<file path="src/rtl/axi_lite_cmd_engine.sv">
// Transaction engine of the AXI-Lite master: pops one command word, runs it as a single
// AXI4-Lite read or write, then pushes one response word. Commands are handled one at a time.
module axi_lite_cmd_engine #(
   parameter int unsigned ADDR_WIDTH = 32,
   parameter int unsigned DATA_WIDTH = 32,
   parameter int unsigned CMD_WIDTH  = 1 + ADDR_WIDTH + DATA_WIDTH,
   parameter int unsigned RSP_WIDTH  = 2 + DATA_WIDTH
) (
   input  logic                      aclk,
   input  logic                      resetn,
   input  logic [CMD_WIDTH-1:0]      cmd_rdata_i,
   input  logic                      cmd_empty_i,
   output logic                      cmd_read_o,
   output logic [RSP_WIDTH-1:0]      rsp_wdata_o,
   output logic                      rsp_write_o,
   input  logic                      rsp_full_i,
   output logic [ADDR_WIDTH-1:0]     m_axi_awaddr,
   output logic [2:0]                m_axi_awprot,
   output logic                      m_axi_awvalid,
   input  logic                      m_axi_awready,
   output logic [DATA_WIDTH-1:0]     m_axi_wdata,
   output logic [DATA_WIDTH/8-1:0]   m_axi_wstrb,
   output logic                      m_axi_wvalid,
   input  logic                      m_axi_wready,
   input  logic [1:0]                m_axi_bresp,
   input  logic                      m_axi_bvalid,
   output logic                      m_axi_bready,
   output logic [ADDR_WIDTH-1:0]     m_axi_araddr,
   output logic [2:0]                m_axi_arprot,
   output logic                      m_axi_arvalid,
   input  logic                      m_axi_arready,
   input  logic [DATA_WIDTH-1:0]     m_axi_rdata,
   input  logic [1:0]                m_axi_rresp,
   input  logic                      m_axi_rvalid,
   output logic                      m_axi_rready,
   output logic                      busy_o,
   output logic [15:0]               txn_count_o,
   output logic [15:0]               err_count_o
);

   typedef enum logic [2:0] {
      StIdle, StFetch, StWaddr, StWresp, StRaddr, StRdata, StPush
   } state_e;

   state_e                r_state;
   logic [ADDR_WIDTH-1:0] r_addr;
   logic [DATA_WIDTH-1:0] r_wdata;
   logic [RSP_WIDTH-1:0]  r_rsp;
   logic                  r_cmd_read;
   logic                  r_busy;
   logic                  r_awvalid;
   logic                  r_wvalid;
   logic                  r_bready;
   logic                  r_arvalid;
   logic                  r_rready;
   logic [15:0]           r_txn_cnt;
   logic [15:0]           r_err_cnt;

   logic w_aw_done;
   logic w_w_done;
   logic w_push;

   // A channel counts as done once its valid has already dropped or handshakes at this edge.
   assign w_aw_done = !r_awvalid || m_axi_awready;
   assign w_w_done  = !r_wvalid  || m_axi_wready;
   // Push is qualified live by full so a late full never causes an overwrite.
   assign w_push    = (r_state == StPush) && !rsp_full_i;

   always_ff @(posedge aclk) begin
      if (!resetn) begin
         r_state    <= StIdle;
         r_addr     <= '0;
         r_wdata    <= '0;
         r_rsp      <= '0;
         r_cmd_read <= 1'b0;
         r_busy     <= 1'b0;
         r_awvalid  <= 1'b0;
         r_wvalid   <= 1'b0;
         r_bready   <= 1'b0;
         r_arvalid  <= 1'b0;
         r_rready   <= 1'b0;
         r_txn_cnt  <= '0;
         r_err_cnt  <= '0;
      end else begin
         case (r_state)
            StIdle: begin
               if (!cmd_empty_i) begin
                  r_state    <= StFetch;
                  r_cmd_read <= 1'b1;
                  r_busy     <= 1'b1;
               end
            end
            StFetch: begin
               r_cmd_read <= 1'b0;
               r_addr     <= cmd_rdata_i[DATA_WIDTH +: ADDR_WIDTH];
               r_wdata    <= cmd_rdata_i[DATA_WIDTH-1:0];
               if (cmd_rdata_i[CMD_WIDTH-1]) begin
                  r_arvalid <= 1'b1;
                  r_state   <= StRaddr;
               end else begin
                  r_awvalid <= 1'b1;
                  r_wvalid  <= 1'b1;
                  r_state   <= StWaddr;
               end
            end
            StWaddr: begin
               if (m_axi_awready) r_awvalid <= 1'b0;
               if (m_axi_wready)  r_wvalid  <= 1'b0;
               if (w_aw_done && w_w_done) begin
                  r_bready <= 1'b1;
                  r_state  <= StWresp;
               end
            end
            StWresp: begin
               if (m_axi_bvalid) begin
                  r_bready <= 1'b0;
                  r_rsp    <= {m_axi_bresp, {DATA_WIDTH{1'b0}}};
                  r_state  <= StPush;
               end
            end
            StRaddr: begin
               if (m_axi_arready) begin
                  r_arvalid <= 1'b0;
                  r_rready  <= 1'b1;
                  r_state   <= StRdata;
               end
            end
            StRdata: begin
               if (m_axi_rvalid) begin
                  r_rready <= 1'b0;
                  r_rsp    <= {m_axi_rresp, m_axi_rdata};
                  r_state  <= StPush;
               end
            end
            StPush: begin
               if (!rsp_full_i) begin
                  r_state   <= StIdle;
                  r_busy    <= 1'b0;
                  r_txn_cnt <= r_txn_cnt + 16'd1;
                  if ((r_rsp[RSP_WIDTH-1 -: 2] != 2'b00) && (r_err_cnt != 16'hFFFF)) begin
                     r_err_cnt <= r_err_cnt + 16'd1;
                  end
               end
            end
            default: r_state <= StIdle;
         endcase
      end
   end

   assign cmd_read_o    = r_cmd_read;
   assign rsp_wdata_o   = r_rsp;
   assign rsp_write_o   = w_push;
   assign m_axi_awaddr  = r_addr;
   assign m_axi_awprot  = 3'b000;
   assign m_axi_awvalid = r_awvalid;
   assign m_axi_wdata   = r_wdata;
   assign m_axi_wstrb   = '1;
   assign m_axi_wvalid  = r_wvalid;
   assign m_axi_bready  = r_bready;
   assign m_axi_araddr  = r_addr;
   assign m_axi_arprot  = 3'b000;
   assign m_axi_arvalid = r_arvalid;
   assign m_axi_rready  = r_rready;
   assign busy_o        = r_busy;
   assign txn_count_o   = r_txn_cnt;
   assign err_count_o   = r_err_cnt;

endmodule

</file>
<file path="config.mk">
export PLATFORM = sky130hd
export DESIGN_NAME = axi_lite_cmd_engine
export DESIGN_NICKNAME = d
export VERILOG_FILES = /design/src/rtl/axi_lite_cmd_engine.sv
export SDC_FILE = /design/constraint.sdc
export NUM_CORES = 1
export LEC_CHECK = 0
export ABC_CLOCK_PERIOD_IN_PS = 2000
export BUFFER_PORTS_ARGS = -buffer_cell sky130_fd_sc_hd__buf_2
export CAP_MARGIN = 0
export CORE_AREA = 2 2 115 117
export DETAILED_ROUTE_END_ITERATION = 12
export DIE_AREA = 0 0 117 119
export HOLD_SLACK_MARGIN = 0.1
export PLACE_DENSITY = 0.8
export SYNTH_ARGS = -nofsm -noshare
export SYNTH_HDL_FRONTEND = slang
export SYNTH_SLANG_ARGS = --single-unit
</file>
<file path="constraint.sdc">
create_clock -name aclk -period 2 [get_ports aclk]
set_input_delay 0.2 -clock aclk [delete_from_list [all_inputs] [get_ports aclk]]
set_output_delay 0.2 -clock aclk [all_outputs]
set_load 0.01 [all_outputs]
</file>
# Word level (Yosys, flattened, before mapping)
# Cells that the tools add are included.
# classes
addsub,2
n_bitwise,1
muxes,29
n_reduce_logical,28
eq_ne,17
# op_table
operator,count
2-to-1 mux 34 bit,2
case mux 34 bit (2 select lines),1
adder 16 x 1 -> 16 bit (second input constant),2
AND reduction 3 bit,8
2-to-1 mux 3 bit,7
case mux 3 bit (7 select lines),1
!= test 2 bit (second input constant),10
!= test 16 bit (second input constant),1
nonzero test 2 bit,8
case mux 1 bit (2 select lines),7
2-to-1 mux 1 bit,11
equality test 3 bit (second input constant),3
equality test 3 x 2 -> 1 bit (second input constant),2
AND reduction 6 bit,1
AND reduction 2 bit,2
equality test 3 x 1 -> 1 bit (second input constant),1
logical AND 1 bit,3
zero test 1 bit,3
zero test 3 bit,1
logical OR 1 bit,2
inverter 1 bit,1
# word_totals
reg_bits,140
wordCells,90
out_inout_bits,180

# Logic depth before layout (Yosys ltp)
# logic_depth
ltp_word,5
mapped_depth,8
ltp_nobuf,5

# Worst setup path before layout
# OpenSTA, ideal clock, no wires.
# synth_path
kind,register to register
startpoint,"reg r_err_cnt[0], in the netlist err_count_o[0]"
endpoint,"reg r_err_cnt[6], in the netlist err_count_o[6]"
setup_slack_ps,204
period_less_slack_ps,1796
setup_ps,70
stages_incl_launch_ff,7
t_arrival_ps,1726
cell_sequence,dfxtp_1 -> ha_1 -> and4_1 -> and4_1 -> clkbuf_1 -> or4_1 -> a21oi_1
# synth_between
elab_chain_len,3
# synth_rtl
item,line_no,text
"start, declared",57,logic [15:0] r_err_cnt;
"start signal, assigned",141,r_err_cnt <= r_err_cnt + 16'd1;
branches (longest 3 deep; another with adder 16 x 1 -> 16 bit),--,
# Parallel ways; which one is timed is not known.
# A chain may end at the register's enable or synchronous reset.

# Worst setup path after layout
# layout_path
startpoint,"reg r_err_cnt[0], in the netlist err_count_o[0]"
endpoint,"reg r_err_cnt[3], in the netlist err_count_o[3]"
# Same word-level chain as after synthesis.

==> reports/metrics.yaml <==
required_ps: 2260
synthCells: 692
grt_pass1_wl_um: 28700
syn_avg_cell_area_sq_um: 8.30
fp.dieH_um: 119
cp_max_fo: 18
worst_setup_path_start_kind: "flip-flop"
grt_max_degree: 82
slew_headroom_pct: 54.1
outcome: "completed"
dr.pass1.iters: 6
area.growth.synth_to_final_pct: 51.0
rows: 42
grt_pass1_vias: 5773
p_per_area_mw_per_mm2: 859
vias: 6251
rsz0062_at_grt: "no"
cts_tree: "built"
hold_viol_final: 0
period_share_pct: 89.8
htreeDepth: 4
clk_pin_slew_ps: 60
report.final.slew_viol_count: 0
io_buffers: 279
hold_path_depth: 4
cp-end-kind: "flip-flop"
p_leak_nw: 3.96
io_pins: 290
reg2regPathDepth: 5
ant_nets: 0
core_sq_mm: 0.0129
tightest_slew_ps: 688
clk_latency_ps: 410
async_flop_share_pct: 0
use_met3_pct: 10.1
yosysWarnings: 0
fin_total_pwr_w: 0.00745
track_usage_pct: 26.5
min_path_type: "in2reg"
use_met1_pct: 30.3
ys.flop_type: "dfxtp_1"
gp_congestion: 0.857
synth_edf_count: 0
postLayoutSetupSlackWorst_ps: 204
viasPerCell: 5.16
synth_area_leader_cell: "dfxtp_1"
cts.sinks: 140
routedWlPerCell_um: 15.6
layout_min_cycle_time_ps: 1800
place.detailed.hpwl_um: 11100
synth_area_sq_mm: 0.00575
hp-start: "cmd_rdata_i[64]"
synth_top_cells_by_area: "dfxtp_1 49%, nand2_1 9.5%, a21oi_1 7.7%"
r2r-start: "err_count_o[0]$_SDFFE_PN0P_"
setup_viol: 0
die_x_um: 117
cts_max_path_buffers: 2
reg2reg_slack_ps: 200
ir_drop_mv: 0.568
dr.first_iter.drc_count: 555
start_util_pct: 44.6
arrival_ps: 2060
critPathKind: "reg2reg"
pre_cts_ws_ps: 69.7
fin_tns_setup_ps: 0
final_layout_size_suffix_gt1_share_pct: 32.4
synth_seq_area_share_pct: 48.8
layout.nets: 1134
synth.ff_latch_count: 140
die_area_sq_mm: 0.0139
hold-path-endpoint: "m_axi_wvalid$_SDFFE_PN0P_"
use_met2_pct: 42.5
maxCapViolations: 0
skew_ps: 5.25
antenna_found_initial: 4
max_freq_mhz: 557
cts_setup_buffers: 0
route.detailed.drc: 0
grt_overflow_total: 0
ys_types: 50
r2r-end: "err_count_o[3]$_SDFFE_PN0P_"
root_buffer: "clkbuf_16"
synth_top_area_share_pct: 48.8
grt_busiest_layer: "met2"
wl_um: 18900
cts_buffers: 17
[how the worst max path moves through the flow]
stage                                startpoint                          end  slack, ps
finish              err_count_o[0]$_SDFFE_PN0P_  err_count_o[3]$_SDFFE_PN0P_        200
CTS                 err_count_o[0]$_SDFFE_PN0P_  err_count_o[6]$_SDFFE_PN0P_         60
global placement    err_count_o[0]$_SDFFE_PN0P_  err_count_o[4]$_SDFFE_PN0P_        110
detailed placement  err_count_o[0]$_SDFFE_PN0P_  err_count_o[7]$_SDFFE_PN0P_         70
global route        err_count_o[0]$_SDFFE_PN0P_  err_count_o[7]$_SDFFE_PN0P_         90
floorplan           err_count_o[0]$_SDFFE_PN0P_  err_count_o[6]$_SDFFE_PN0P_        200
[state kept, by name, indices dropped and copies added, names as in the netlist]
register / cells
err_count_o: 16
m_axi_wvalid: 1
m_axi_awvalid: 1
txn_count_o: 16
m_axi_rready: 1
busy_o: 1
cmd_read_o: 1
m_axi_bready: 1
rsp_wdata_o: 34
m_axi_arvalid: 1
m_axi_wdata: 32
r_state: 3
m_axi_araddr: 32
[metal layers]
metal,vias to the layer above,routed length [um]
met2,309,9100
li1,2988,-
met5,-,20
met4,4,747
met3,55,1680
met1,2895,7390
[area by class of cell]
class	count	area [sq um]
Fill cell	973	4200
Sequential cell	140	2800
Timing Repair Buffer	392	2550
Multi-Input combinational cell	460	2440
Clock buffer	21	470
Tap cell	176	220
Clock inverter	10	140
Inverter	11	43.8
Antenna cell	2	5.00
[cells in the mapped netlist (7+ instances only)]
| master | n |
|---|---|
| inv_1 | 10 |
| nand2_1 | 146 |
| o21ai_0 | 14 |
| o31ai_1 | 11 |
| nor2_1 | 53 |
| buf_1 | 7 |
| a21oi_1 | 88 |
| a22oi_1 | 32 |
| clkbuf_1 | 34 |
| and4_1 | 7 |
| nand3_1 | 10 |
| dfxtp_1 | 140 |
| or3_1 | 10 |
| or4_1 | 10 |
| nand4_1 | 9 |
| buf_4 | 42 |
[cells by family after synthesis]
logic type	count (synthesis)	share of synthesized area, %
other	2	0.131
adder cells (fa/ha/maj)	2	0.435
XOR/XNOR	8	1.22
AND/OR/NAND/NOR	270	21.3
buffers and inverters	100	9.62
multiplexers	6	1.31
AO/OA/AOI/OAI	164	17.2
flip-flops	140	48.8
[worst max-delay path, cell delays in order, from the launching register on]
cell and delay, ps:
dfxtp_1 330, ha_1 250, and4_1 260, and4_4 260, o311ai_0 390, o41ai_1 160
[power by group]
part | switching (W) | internal (W)
clock | 0.00117 | 0.00205
sequential | 0.000102 | 0.00295
combinational | 0.000650 | 0.000526
[through the flow]
step	utilization [%]	cell area, sq um	cells	hold WS, ps
after global routing	67.4	8680	1212	166
final	67.4	8680	1212	148
after CTS	67.3	8660	1210	125
after global placement	54.8	7060	1080	405
after detailed placement	54.8	7060	1080	404
after floorplan	-	5780	700	296
[cell usage in the layout, fill, tap and decap left out, types with 9 or more instances in the layout]
cell	count
a21oi_1	88
a22oi_1	32
buf_2	279
buf_4	9
clkbuf_16	17
conb_1	10
dfxtp_1	140
dlygate4sd3_1	99
inv_1	9
nand2_1	146
nand3_1	10
nand4_1	9
nor2_1	53
o21ai_0	14
o31ai_1	11
or3_1	10
or4_1	10
[repair_timing]
item | in CTS | in global routing
hold buffers | 99 | 0
setup endpoints to repair | 0 | 7
endpoints found under the hold margin | 99 | 0
gates resized for setup | 0 | 3
Note: power is estimated with default switching activity, not from simulation.
